--- config.mk ---
export PLATFORM = sky130hd
export DESIGN_NAME = btn_event_gen
export DESIGN_NICKNAME = d
export VERILOG_FILES = /design/src/rtl/btn_event_gen_pkg.sv /design/src/rtl/btn_event_gen_channel.sv /design/src/rtl/btn_event_gen.sv
export SDC_FILE = /design/constraint.sdc
export NUM_CORES = 1
export LEC_CHECK = 0
export CORE_MARGIN = 1
export CORE_UTILIZATION = 63
export DETAILED_ROUTE_END_ITERATION = 6
export PLACE_DENSITY = 0.78
export SYNTH_ARGS = -nofsm -noshare
export SYNTH_HDL_FRONTEND = slang
export SYNTH_SLANG_ARGS = --single-unit
--- constraint.sdc ---
create_clock -name clk -period 3.6 [get_ports clk]
set_clock_uncertainty 0.2 [all_clocks]
set_input_delay 0.72 -clock clk [delete_from_list [all_inputs] [get_ports clk]]
set_output_delay 0.72 -clock clk [all_outputs]
set_load 0.03 [all_outputs]
--- src/rtl/btn_event_gen_pkg.sv ---
// Shared definitions for the push-button event generator: channel FSM states,
// default timing constants, board button indices and a counter-width helper.
package btn_event_gen_pkg;

   typedef enum logic [2:0] {
      IDLE       = 3'd0,
      PRESS_DB   = 3'd1,
      HELD       = 3'd2,
      LONG       = 3'd3,
      RELEASE_DB = 3'd4
   } btnState_e;

   // Defaults assume a 100 MHz clock: 20 ms debounce, 3 s long press, 0.5 s repeat.
   localparam int DEF_NUM_BTN         = 8;
   localparam int DEF_DEBOUNCE_CYCLES = 2_000_000;
   localparam int DEF_LONG_CYCLES     = 300_000_000;
   localparam int DEF_REPEAT_CYCLES   = 50_000_000;

   // Bit positions of the hood buttons on btn_raw and on every output vector.
   localparam int BTN_POWER = 0;
   localparam int BTN_MENU  = 1;
   localparam int BTN_MODE1 = 2;
   localparam int BTN_MODE2 = 3;
   localparam int BTN_MODE3 = 4;
   localparam int BTN_CLEAN = 5;
   localparam int BTN_LEFT  = 6;
   localparam int BTN_RIGHT = 7;

   // One spare bit above what the largest count needs, so terminal counts never wrap.
   function automatic int cntWidth(input int maxVal);
      return $clog2(maxVal) + 1;
   endfunction

endpackage

--- src/rtl/btn_event_gen_channel.sv ---
// One button channel: 2-flop synchroniser, debounce/hold FSM and its counters.
// Produces the debounced level plus press, short-release and long-press pulses.
// Optional auto-repeat of long_o while held is compiled in with BTN_REPEAT_EN.
module btn_event_gen_channel
   import btn_event_gen_pkg::*;
#(
   parameter int DEBOUNCE_CYCLES = DEF_DEBOUNCE_CYCLES,
   parameter int LONG_CYCLES     = DEF_LONG_CYCLES,
   parameter int REPEAT_CYCLES   = DEF_REPEAT_CYCLES
) (
   input  logic clk,
   input  logic reset,
   input  logic btnRaw_i,
   output logic held_o,
   output logic press_o,
   output logic short_o,
   output logic long_o
);

   localparam int DB_W   = cntWidth(DEBOUNCE_CYCLES);
   localparam int HOLD_W = cntWidth(LONG_CYCLES);

   localparam logic [DB_W-1:0]   DB_LAST   = DB_W'(DEBOUNCE_CYCLES - 1);
   localparam logic [HOLD_W-1:0] HOLD_LAST = HOLD_W'(LONG_CYCLES - 1);

   // Reject timing combinations the FSM cannot honour at elaboration time.
   if ((DEBOUNCE_CYCLES < 2) || (LONG_CYCLES <= DEBOUNCE_CYCLES) || (REPEAT_CYCLES < 1)) begin : gBadParams
      $error("btn_event_gen_channel: illegal timing parameters");
   end

   logic              syncMeta_q;
   logic              sync_q;
   btnState_e         state_q;
   logic [DB_W-1:0]   dbCnt_q;
   logic [DB_W-1:0]   dbCnt_d;
   logic [HOLD_W-1:0] holdCnt_q;
   logic [HOLD_W-1:0] holdCnt_d;
   logic              fired_q;
   logic              held_q;
   logic              press_q;
   logic              short_q;
   logic              long_q;

`ifdef BTN_REPEAT_EN
   localparam int REP_W = cntWidth(REPEAT_CYCLES);
   localparam logic [REP_W-1:0] REP_LAST = REP_W'(REPEAT_CYCLES - 1);

   logic [REP_W-1:0] repCnt_q;
`endif

   // Bring the asynchronous pin into the clock domain before anything looks at it.
   always_ff @(posedge clk) begin
      if (reset) begin
         syncMeta_q <= 1'b0;
         sync_q     <= 1'b0;
      end else begin
         syncMeta_q <= btnRaw_i;
         sync_q     <= syncMeta_q;
      end
   end

   // Counter increments; the hold count parks at its terminal value so a very long hold cannot wrap.
   always_comb begin
      dbCnt_d   = dbCnt_q + DB_W'(1);
      holdCnt_d = holdCnt_q;
      if (holdCnt_q != HOLD_LAST) begin
         holdCnt_d = holdCnt_q + HOLD_W'(1);
      end
   end

   // Channel FSM: debounce both edges, time the hold, emit registered single-cycle pulses.
   always_ff @(posedge clk) begin
      if (reset) begin
         state_q   <= IDLE;
         dbCnt_q   <= '0;
         holdCnt_q <= '0;
         fired_q   <= 1'b0;
         held_q    <= 1'b0;
         press_q   <= 1'b0;
         short_q   <= 1'b0;
         long_q    <= 1'b0;
`ifdef BTN_REPEAT_EN
         repCnt_q  <= '0;
`endif
      end else begin
         press_q <= 1'b0;
         short_q <= 1'b0;
         long_q  <= 1'b0;
         case (state_q)
            IDLE: begin
               if (sync_q) begin
                  state_q <= PRESS_DB;
                  dbCnt_q <= '0;
               end
            end
            PRESS_DB: begin
               if (!sync_q) begin
                  state_q <= IDLE;
               end else if (dbCnt_q == DB_LAST) begin
                  state_q   <= HELD;
                  held_q    <= 1'b1;
                  press_q   <= 1'b1;
                  holdCnt_q <= '0;
                  fired_q   <= 1'b0;
               end else begin
                  dbCnt_q <= dbCnt_d;
               end
            end
            HELD: begin
               holdCnt_q <= holdCnt_d;
               if (!sync_q) begin
                  state_q <= RELEASE_DB;
                  dbCnt_q <= '0;
                  fired_q <= 1'b0;
               end else if (holdCnt_q == HOLD_LAST) begin
                  state_q  <= LONG;
                  long_q   <= 1'b1;
                  fired_q  <= 1'b1;
`ifdef BTN_REPEAT_EN
                  repCnt_q <= '0;
`endif
               end
            end
            LONG: begin
               if (!sync_q) begin
                  state_q <= RELEASE_DB;
                  dbCnt_q <= '0;
`ifdef BTN_REPEAT_EN
               end else if (repCnt_q == REP_LAST) begin
                  long_q   <= 1'b1;
                  repCnt_q <= '0;
               end else begin
                  repCnt_q <= repCnt_q + REP_W'(1);
`endif
               end
            end
            RELEASE_DB: begin
               holdCnt_q <= holdCnt_d;
               if (sync_q) begin
                  state_q <= fired_q ? LONG : HELD;
               end else if (dbCnt_q == DB_LAST) begin
                  state_q <= IDLE;
                  held_q  <= 1'b0;
                  short_q <= !fired_q;
               end else begin
                  dbCnt_q <= dbCnt_d;
               end
            end
            default: begin
               state_q <= IDLE;
            end
         endcase
      end
   end

   assign held_o  = held_q;
   assign press_o = press_q;
   assign short_o = short_q;
   assign long_o  = long_q;

endmodule

--- src/rtl/btn_event_gen.sv ---
// Push-button event generator: turns raw board buttons into clean per-button
// events (press, short release, long press) plus a debounced held level.
// Each button gets its own independent btn_event_gen_channel instance.
// Define BTN_REPEAT_EN to repeat long_pulse every REPEAT_CYCLES while held.
module btn_event_gen
   import btn_event_gen_pkg::*;
#(
   parameter int NUM_BTN         = DEF_NUM_BTN,
   parameter int DEBOUNCE_CYCLES = DEF_DEBOUNCE_CYCLES,
   parameter int LONG_CYCLES     = DEF_LONG_CYCLES,
   parameter int REPEAT_CYCLES   = DEF_REPEAT_CYCLES
) (
   input  logic               clk,
   input  logic               reset,
   input  logic [NUM_BTN-1:0] btn_raw,
   output logic [NUM_BTN-1:0] btn_held,
   output logic [NUM_BTN-1:0] press_pulse,
   output logic [NUM_BTN-1:0] short_pulse,
   output logic [NUM_BTN-1:0] long_pulse
);

   for (genvar i = 0; i < NUM_BTN; i++) begin : gChan
      btn_event_gen_channel #(
         .DEBOUNCE_CYCLES(DEBOUNCE_CYCLES),
         .LONG_CYCLES    (LONG_CYCLES),
         .REPEAT_CYCLES  (REPEAT_CYCLES)
      ) uChannel (
         .clk     (clk),
         .reset   (reset),
         .btnRaw_i(btn_raw[i]),
         .held_o  (btn_held[i]),
         .press_o (press_pulse[i]),
         .short_o (short_pulse[i]),
         .long_o  (long_pulse[i])
      );
   end

endmodule
==> results.cfg, run 1 <==
[clock_network]
cts_sinks = 496
cts_made_buffers = 52
clockRootBuffer = clkbuf_16
cts_setup_buffers = 0
cts_max_level = 2
clk_pin_slew_worst_paths_ps = 60
cts-resized-gates = 0
insertion_delay_ps = 590
ctsHoldBuffers = 0
cts_tree = done
cts_buffer_depth = 3

[final_layout]
final_util_pct = 70.6
largest_register_ffs = 240
drive_above_1_share_pct = 4.93
fill_cells = 2995
top_register = gChan.uChannel.holdCnt_q
fin_nets = 2929
n_antenna_cell = 0
syn2layout_area_growth_pct = 10.1
top_regs = gChan.uChannel.holdCnt_q: 240 flops, gChan.uChannel.dbCnt_q: 176 flops, gChan.uChannel.state_q: 24 flops

[route]
ant_nets = 0
wl_um = 50500
drt_first_iter_violations = 1083
first_pass_iters = 6
num_vias = 20300
via_per_inst = 5.89
drc_errors = 0
wl_per_cell_um = 14.6

[power_and_ir_drop]
peakVddDrop_mv = 0.352
p_sw_share_pct = 20.5
fin_total_pwr_uw = 11700
p_leak_uw = 0.00903
clkPwrFrac_pct = 50.6
powerDensity_mw_per_mm2 = 439
p_switching_uw = 2400
combPwrFrac_pct = 2.1
power_frac_seq_pct = 47.3
internal_power_uw = 9310

[global_route]
grt_pass1_vias = 19300
grt_util_all_layers_pct = 25.8
grt_pass1_wl_um = 86900
grt_max_degree = 47
grt-ovfl-total = 0
antenna_found_initial = 0

[worst_setup_path]
rr_worst_depth = 9
path_class = flop to flop
cp.arrival_ps = 3250
cp-startpoint = gChan[7].uChannel.dbCnt_q[0]
worstPathRequired_ps = 3840
cp-endpoint = gChan[7].uChannel.holdCnt_q[25]
cp-end-kind = flop
r2r_setup_slack_ps = 590
worstPathMaxFanout = 20
timing.rr.end = gChan[7].uChannel.holdCnt_q[25]
worstReg2RegStart = gChan[7].uChannel.dbCnt_q[0]
start_kind = flop

[synthesis]
synthesis.area_sq_mm = 0.0242
ys_warn_count = 0
syn_avg_cell_area_sq_um = 8.25
synth_seq_cells = 496
ys_types = 89
synth_edf_count = 0
async_flop_share_pct = 0
synthCells = 2936
synthesis.nets = 2962
synth_top_flop_cell = dfxtp_1
yosysSeqAreaShare_pct = 41.0

[timing]
worst_pin_slew_ps = 1220
fmax_mhz = 333
setup-tns-final_ps = 0
maxSlewHeadroom_pct = 17.6
period_minus_slack_ps = 3010
hold_violations = 0
maxSlewViolCount = 0
rsz0062_at_grt = no
finalSetupViolations = 0
period_share_pct = 83.5

[die]
core_sq_mm = 0.0378
initial_core_util_pct = 64.1
pin_count = 42
chipWidth_um = 198
dieArea_sq_mm = 0.0392
die_y_um = 198
rows = 71

[hold_path]
hold_depth = 1
hp-class = flop to flop

[placement]
hpwlAfterDp_um = 33900
io_buffers = 41
place_congestion = 0.864

[run]
maxCapViolCount = 0

[status]
status = completed
## synth_stat cells (13+ instances only)
master | instances | area share, %
xor2_1 | 210 | 7.6
buf_4 | 32 | 0.99
or3_1 | 44 | 1.1
and2_1 | 36 | 0.93
ha_1 | 16 | 0.83
a211oi_1 | 13 | 0.40
nand2b_1 | 19 | 0.49
nand4_1 | 124 | 3.2
clkbuf_1 | 103 | 1.6
nor2_1 | 483 | 7.5
a31oi_1 | 14 | 0.36
nand3_1 | 171 | 3.5
dfxtp_1 | 496 | 41
nor3_1 | 96 | 2.0
and4_1 | 44 | 1.6
o21ai_0 | 78 | 1.6
a21oi_1 | 96 | 2.0
nor3b_1 | 24 | 0.74
or4_1 | 23 | 0.71
and3_1 | 80 | 2.1
nor4_1 | 51 | 1.3
inv_1 | 60 | 0.93
nand2_1 | 214 | 3.3
nor2b_1 | 36 | 0.93
nor4b_1 | 26 | 0.94
xnor2_1 | 134 | 4.8
## metrics by stage
| step | instances | worst slack [ps] | instance area (sq um) | hold WS (ps) |
|---|---|---|---|---|
| 3_3_place_gp | 3360 | 725 | 24800 | 226 |
| 3_5_place_dp | 3360 | 647 | 24800 | 228 |
| 2_1_floorplan | 2936 | 980 | 24200 | 214 |
| 4_1_cts | 3454 | 617 | 26700 | 243 |
| 5_1_grt | 3454 | 297 | 26700 | 264 |
| 6_report | 3454 | 593 | 26700 | 238 |
## worst min-delay path by stage
stage	startpoint	to	slack, ps
after global routing	gChan[3].uChannel.syncMeta_q	gChan[3].uChannel.sync_q	260
after detailed placement	gChan[4].uChannel.syncMeta_q	gChan[4].uChannel.sync_q	230
after CTS	gChan[4].uChannel.syncMeta_q	gChan[4].uChannel.sync_q	240
after floorplan	gChan[0].uChannel.syncMeta_q	gChan[0].uChannel.sync_q	210
final	gChan[4].uChannel.syncMeta_q	gChan[4].uChannel.sync_q	240
after global placement	gChan[5].uChannel.syncMeta_q	gChan[5].uChannel.sync_q	230
## metal layers
metal	up-vias	GRT usage, %	wire [um]
met5	-	0	0
met4	0	8.41	891
met3	71	3.19	2080
met2	420	44.4	24500
met1	9634	33.5	23100
li1	10200	-	-
## cell families (layout without fill, tap and decap cells)
kind of cell | count (synthesis) | after routing | synth area share, %
DFF | 496 | 496 | 41.0
AOI/OAI and AO/OA | 314 | 314 | 8.23
xor gates and xnor gates | 344 | 344 | 12.4
buffers and inverters | 211 | 218 | 3.82
and+or+nand+nor | 1542 | 1542 | 33.1
adders and majority gates | 16 | 16 | 0.827
muxes | 13 | 13 | 0.548
## power groups by stage
stage	clock, uW	combinational [uW]	sequential (uW)
global route	6250	268	5530
finish	5930	242	5530
global placement	0	235	5650
detailed placement	0	241	5650
floorplan	0	185	5640
CTS	6030	244	5530
## final cells by class
type,count,area [sq um],area share (%)
flip-flops and latches,496,9930,37.2
clock inverters,24,428,1.60
clock buffers,70,1480,5.55
well taps,511,639,2.40
multi-input cells,2229,13400,50.1
repair buffers,64,593,2.22
inverters,60,225,0.845
## layout by cell type, fill, tap and decap left out, types with 19 or more instances in the layout
cell	instances
nand2_1	214
nand3_1	171
nor4_1	51
and3_1	80
and4_1	44
and2_1	36
o21ai_0	73
nor2_1	483
buf_4	23
dfxtp_1	496
clkdlybuf4s50_1	40
nand2b_1	19
xnor2_1	134
xor2_1	210
a21oi_1	96
nor4b_1	26
or3_1	44
or4_1	23
nand4_1	124
inv_1	60
nor3b_1	24
nor3_1	96
clkbuf_16	53
nor2b_1	36
## worst max-delay path, cell delays in order (launching register included)
cell	delay [ps]
dfxtp_1	390
ha_1	200
nand3_1	240
nor3_1	440
nand4_1	290
a21bo_1	420
buf_4	290
nand4_1	140
xor2_1	200
nor2_1	50
(Power assumes the default switching activity.)
==> run 2, diff against run 1 <==
--- a/config.mk
+++ b/config.mk
@@ -6,9 +6,9 @@
 export NUM_CORES = 1
 export LEC_CHECK = 0
 export CORE_MARGIN = 1
-export CORE_UTILIZATION = 63
+export CORE_UTILIZATION = 57
 export DETAILED_ROUTE_END_ITERATION = 6
-export PLACE_DENSITY = 0.78
+export PLACE_DENSITY = 0.75
 export SYNTH_ARGS = -nofsm -noshare
 export SYNTH_HDL_FRONTEND = slang
 export SYNTH_SLANG_ARGS = --single-unit
==> constraint.sdc (replaced) <==
create_clock -name clk -period 2.6 [get_ports clk]
set_clock_uncertainty 0.2 [all_clocks]
set_input_delay 0.52 -clock clk [delete_from_list [all_inputs] [get_ports clk]]
set_output_delay 0.52 -clock clk [all_outputs]
set_load 0.03 [all_outputs]
==> run 2 against run 1 <==
  * The run now ends with DRC left
  * Global-route usage decreased by 1.1 points
  * Combinational power grew 72%
  * Maximum frequency is 17% higher
  * Power increased by 37%
  * Largest power group unchanged
  * Final cell count increased by 5.9%
  * Worst setup slack worse by 560 ps
  * Critical path depth decreased by 2
  * Non-clock buffer count is 174 higher
  * Sequential power grew 38%
  * Hold slack worse by 130 ps
  * First-iteration DRC count up 34%
==> results.cfg, run 2 (synthesis results as in run 1) <==
[global_route]
antenna_found_initial = 0
grt_pass1_vias = 20300
grt-ovfl-total = 0
grt_util_all_layers_pct = 24.7
grt_pass1_wl_um = 92900
grt_max_degree = 39

[clock_network]
clk_pin_slew_worst_paths_ps = 60
insertion_delay_ps = 590
cts_buffer_depth = 3
clockRootBuffer = clkbuf_16
cts_made_buffers = 52
cts_sinks = 496
ctsHoldBuffers = 0
cts_max_level = 2
cts_tree = done

[power_and_ir_drop]
peakVddDrop_mv = 0.469
powerDensity_mw_per_mm2 = 561
fin_total_pwr_uw = 16000
p_leak_uw = 0.0100

[route]
first_pass_iters = 7
ant_nets = 0
wl_per_cell_um = 15.1
num_vias = 21300
wl_um = 55300
via_per_inst = 5.81
drt_first_iter_violations = 1447
drc_errors = 3

[worst_setup_path]
worstPathMaxFanout = 7
start_kind = flop
cp.arrival_ps = 2830
path_class = flop to flop
cp-end-kind = flop
path_cells = or4b_1 > or4_4 > o31a_1 > o211a_4 > buf_4 > xnor2_2 > nor2_1
r2r_setup_slack_ps = 30
path_buf_inv = 1
worstReg2RegStart = gChan[0].uChannel.holdCnt_q[11]
crit_path_top_delay_cell = or4b_1
rr_worst_depth = 7
critPathMaxStageDelay_ps = 550
crit_family = simple AND/OR/NAND/NOR gates
worstPathRequired_ps = 2860
timing.rr.end = gChan[0].uChannel.holdCnt_q[17]

[run]
maxCapViolCount = 0

[timing]
maxSlewHeadroom_pct = 45.1
period_share_pct = 98.9
maxSlewViolCount = 0
fmax_mhz = 389
worst_pin_slew_ps = 819
hold_violations = 0
rsz0062_at_grt = yes
finalSetupViolations = 0
period_minus_slack_ps = 2570

[die]
die_y_um = 208
rows = 75
core_sq_mm = 0.0419
chipWidth_um = 208
initial_core_util_pct = 57.7
dieArea_sq_mm = 0.0433
pin_count = 42

[final_layout]
final_util_pct = 68.0
fill_cells = 3260
fin_nets = 3103
final_cell_mix = dfxtp_1 (483), nor2_1 (482), nand2_1 (210), xor2_1 (208), buf_4 (184)
largest_register_ffs = 240
stdcell_area_sq_mm = 0.0285
n_antenna_cell = 0
drive_above_1_share_pct = 12.8
syn2layout_area_growth_pct = 17.7
top_register = gChan.uChannel.holdCnt_q
top_regs = gChan.uChannel.holdCnt_q: 240 flops, gChan.uChannel.dbCnt_q: 176 flops, gChan.uChannel.state_q: 24 flops
mostFrequentLayoutCell = dfxtp_1

[placement]
io_buffers = 41
hpwlAfterDp_um = 36900
place_congestion = 0.847
placed_area_sq_mm = 0.0261

[status]
violations = DRC
status = finished, violations left

[hold_path]
hold-path-endpoint = gChan[3].uChannel.press_o
hp-class = input port to flop
hold_start = reset
hold_depth = 2
run 2: changes by cell type in the layout (fill, tap and decap cells not counted), sizes merged:
cell	before	now
buf	24	196
clkinvlp	3	7
bufinv	12	9
clkbuf	70	68
clkinv	9	11
inv	60	62
clkdlybuf4s15	0	1
run 2: worst max path at each step:
stage	start	endpoint	cells after the start
floorplan	gChan[6].uChannel.dbCnt_q[7]	gChan[6].uChannel.holdCnt_q[13]	8
global placement	gChan[0].uChannel.holdCnt_q[10]	gChan[0].uChannel.holdCnt_q[29]	7
detailed placement	gChan[4].uChannel.dbCnt_q[1]	gChan[4].uChannel.holdCnt_q[23]	8
CTS	gChan[3].uChannel.dbCnt_q[1]	gChan[3].uChannel.holdCnt_q[13]	8
global route	gChan[0].uChannel.holdCnt_q[11]	gChan[0].uChannel.holdCnt_q[25]	7
finish	gChan[0].uChannel.holdCnt_q[11]	gChan[0].uChannel.holdCnt_q[17]	7
run 2: timing repair:
action	4_1_cts	5_1_grt
hold endpoints to repair	0	0
resized for setup	15	91
setup buffers	0	13
pin swaps	5	24
gates cloned	0	3
setup endpoints to repair	42	177
run 2: routing by layer:
layer	vias up	share of wire (%)	routed length, um	track usage [%]
met3	107	4.5	2500	3.43
met5	-	0	0	0
met1	10100	44	24300	31.0
li1	10600	-	-	-
met2	455	49	27000	43.2
met4	0	2.6	1430	8.99
run 2: cell type report:
class | instances | area, sq um | share of cell area [%]
multi-input cells | 2229 | 13800 | 48.4
flip-flops and latches | 496 | 9950 | 34.9
repair buffers | 238 | 2010 | 7.07
clock buffers | 67 | 1440 | 5.05
well taps | 539 | 674 | 2.37
clock inverters | 29 | 395 | 1.39
inverters | 60 | 225 | 0.790
run 2: metrics by stage:
step           hold WS [ps]  instances  setup WS, ps  TNS [ps]
3_5_place_dp            231       3546         -63.9      -124
4_1_cts                71.2       3642         -9.84     -24.8
2_1_floorplan           214       2936         -12.8     -12.8
5_1_grt                 101       3658         -49.9      -506
3_3_place_gp            225       3546         -15.0     -22.4
6_report                104       3658          28.8         0
run 2: report_power, final:
group,total [uW],internal (uW),switching [uW]
registers,7650,7620,25.7
logic,417,147,271
clock network,7930,4810,3130
==> run 3, diff against run 2 <==
--- a/config.mk
+++ b/config.mk
@@ -6,9 +6,9 @@
 export NUM_CORES = 1
 export LEC_CHECK = 0
 export CORE_MARGIN = 1
-export CORE_UTILIZATION = 57
+export CORE_UTILIZATION = 55
 export DETAILED_ROUTE_END_ITERATION = 6
-export PLACE_DENSITY = 0.75
+export PLACE_DENSITY = 0.72
 export SYNTH_ARGS = -nofsm -noshare
 export SYNTH_HDL_FRONTEND = slang
 export SYNTH_SLANG_ARGS = --single-unit
==> constraint.sdc (replaced) <==
create_clock -name clk -period 2.6 [get_ports clk]
set_clock_uncertainty 0.2 [all_clocks]
set_input_delay 0.26 -clock clk [delete_from_list [all_inputs] [get_ports clk]]
set_output_delay 0.26 -clock clk [all_outputs]
set_load 0.03 [all_outputs]
==> run 3 against run 2 <==
  * The flow now finishes without violations
  * Sequential cell count stayed put
  * Maximum frequency is 0.67% lower
  * Count of clock-buffer cells in the layout is 1 higher
  * Register-to-register slack worse by 20 ps
  * Core utilization is 1.9 points lower
  * Final cell count is 1.4% higher
  * Critical endpoint is now gChan[0].uChannel.holdCnt_q[4]
  * Largest power group unchanged
==> results.cfg, run 3 (synthesis results as in run 1) <==
[status]
status = completed

[clock_network]
insertion_delay_ps = 610
clockRootBuffer = clkbuf_16
cts_made_buffers = 52
clk_pin_slew_worst_paths_ps = 60
cts_buffer_depth = 3
cts_max_level = 2
cts_sinks = 496
cts_tree = done

[die]
dieArea_sq_mm = 0.0449
rows = 76
die_y_um = 212
pin_count = 42
initial_core_util_pct = 56.0
core_sq_mm = 0.0433
chipWidth_um = 212

[route]
drt_first_iter_violations = 1315
drc_errors = 0
wl_per_cell_um = 14.5
ant_nets = 0
first_pass_iters = 5
wl_um = 53700
num_vias = 21100
via_per_inst = 5.69

[timing]
maxSlewHeadroom_pct = 53.8
fmax_mhz = 386
finalSetupViolations = 0
maxSlewViolCount = 0
worst_pin_slew_ps = 692
period_minus_slack_ps = 2590
hold_violations = 0
rsz0062_at_grt = yes
period_share_pct = 99.6

[power_and_ir_drop]
powerDensity_mw_per_mm2 = 579
p_leak_uw = 0.0101
fin_total_pwr_uw = 16600
internal_power_uw = 13100
clkPwrFrac_pct = 51.3
power_frac_seq_pct = 46.2
p_sw_share_pct = 20.7
combPwrFrac_pct = 2.5
peakVddDrop_mv = 0.567
p_switching_uw = 3430

[placement]
hpwlAfterDp_um = 36300
place_congestion = 0.847
io_buffers = 41
placed_area_sq_mm = 0.0262

[global_route]
antenna_found_initial = 0
grt_max_degree = 52
grt_pass1_vias = 19900
grt-ovfl-total = 0
grt_util_all_layers_pct = 23.6
grt_pass1_wl_um = 90900

[final_layout]
drive_above_1_share_pct = 12.4
fin_nets = 3105
n_antenna_cell = 0
final_cell_mix = dfxtp_1 (485), nor2_1 (482), nand2_1 (212), xor2_1 (209), buf_4 (187)
top_register = gChan.uChannel.holdCnt_q
largest_register_ffs = 240
syn2layout_area_growth_pct = 18.1
stdcell_area_sq_mm = 0.0286
top_regs = gChan.uChannel.holdCnt_q: 240 flops, gChan.uChannel.dbCnt_q: 176 flops, gChan.uChannel.state_q: 24 flops
final_util_pct = 66.1
mostFrequentLayoutCell = dfxtp_1

[worst_setup_path]
cp-end-kind = flop
worstPathRequired_ps = 2890
path_class = flop to flop
start_kind = flop
worstPathMaxFanout = 5
cp.arrival_ps = 2880

[hold_path]
hp-class = input port to flop

[run]
maxCapViolCount = 0
## run 3: changes by cell type in the layout (fill, tap and decap cells not counted), moves of 3 or more
cell / previous run / this run
a21oi_4: 3 / 0
buf_4: 184 / 187
bufinv_16: 9 / 14
clkinvlp_4: 7 / 2
## run 3: per-stage QoR
step | worst slack (ps) | std cells | hold WS (ps) | setup TNS [ps]
final | 11.5 | 3708 | 32.6 | 0
after global routing | -48.6 | 3708 | 25.7 | -298
after detailed placement | -20.1 | 3598 | 223 | -42.8
after global placement | 19.8 | 3598 | 220 | 0
after floorplan | -12.8 | 2936 | 188 | -12.8
after CTS | -31.7 | 3698 | 1.14 | -80.7
## run 3: layout make-up
cell class | instances | area, sq um
inverter | 60 | 225
timing repair buffer | 240 | 2000
multi-input combinational | 2229 | 13700
tap | 585 | 732
fill | 3534 | 14700
clock inverter | 30 | 517
sequential | 496 | 9940
clock buffer | 68 | 1460
## run 3: final timing paths
check                                   end                             from  cells after the start  slack (ps)
min reg2reg        gChan[6].uChannel.sync_q     gChan[6].uChannel.syncMeta_q                      1         240
max          gChan[0].uChannel.holdCnt_q[4]  gChan[0].uChannel.holdCnt_q[11]                      7          10
min            gChan[4].uChannel.syncMeta_q                       btn_raw[4]                      2          30
max reg2reg  gChan[0].uChannel.holdCnt_q[4]  gChan[0].uChannel.holdCnt_q[11]                      7          10
## run 3: worst max-delay path, cell delays in order (launching register included)
cell and delay, ps:
dfxtp_1 330, or4b_1 550, or4_4 460, o31a_1 310, or2_4 300, nand4_1 120
xor2_1 150, nor2_1 50
## run 3: layer usage
layer | share of wire, % | wire length [um] | up-vias | GRT usage (%)
met5 | 0 | 0 | - | 0
met4 | 2.0 | 1080 | 0 | 6.87
met3 | 4.2 | 2280 | 83 | 3.78
met2 | 48 | 25600 | 432 | 40.0
met1 | 46 | 24700 | 9995 | 30.9
li1 | - | - | 10600 | -
## run 3: power by group through the flow
stage | Clock, uW | Sequential [uW] | Combinational, uW
finish | 8490 | 7650 | 412
global route | 8990 | 7650 | 450
CTS | 8680 | 7650 | 405
detailed placement | 0 | 7820 | 400
global placement | 0 | 7820 | 393
floorplan | 0 | 7810 | 256
## run 3: timing repair
item / 4_1_cts / 5_1_grt
endpoints found under the setup margin: 26 / 186
hold buffers: 2 / 0
cloned: 0 / 3
gates resized for setup: 7 / 74
pin swaps: 2 / 16
setup buffers: 0 / 7
endpoints found under the hold margin: 19 / 0
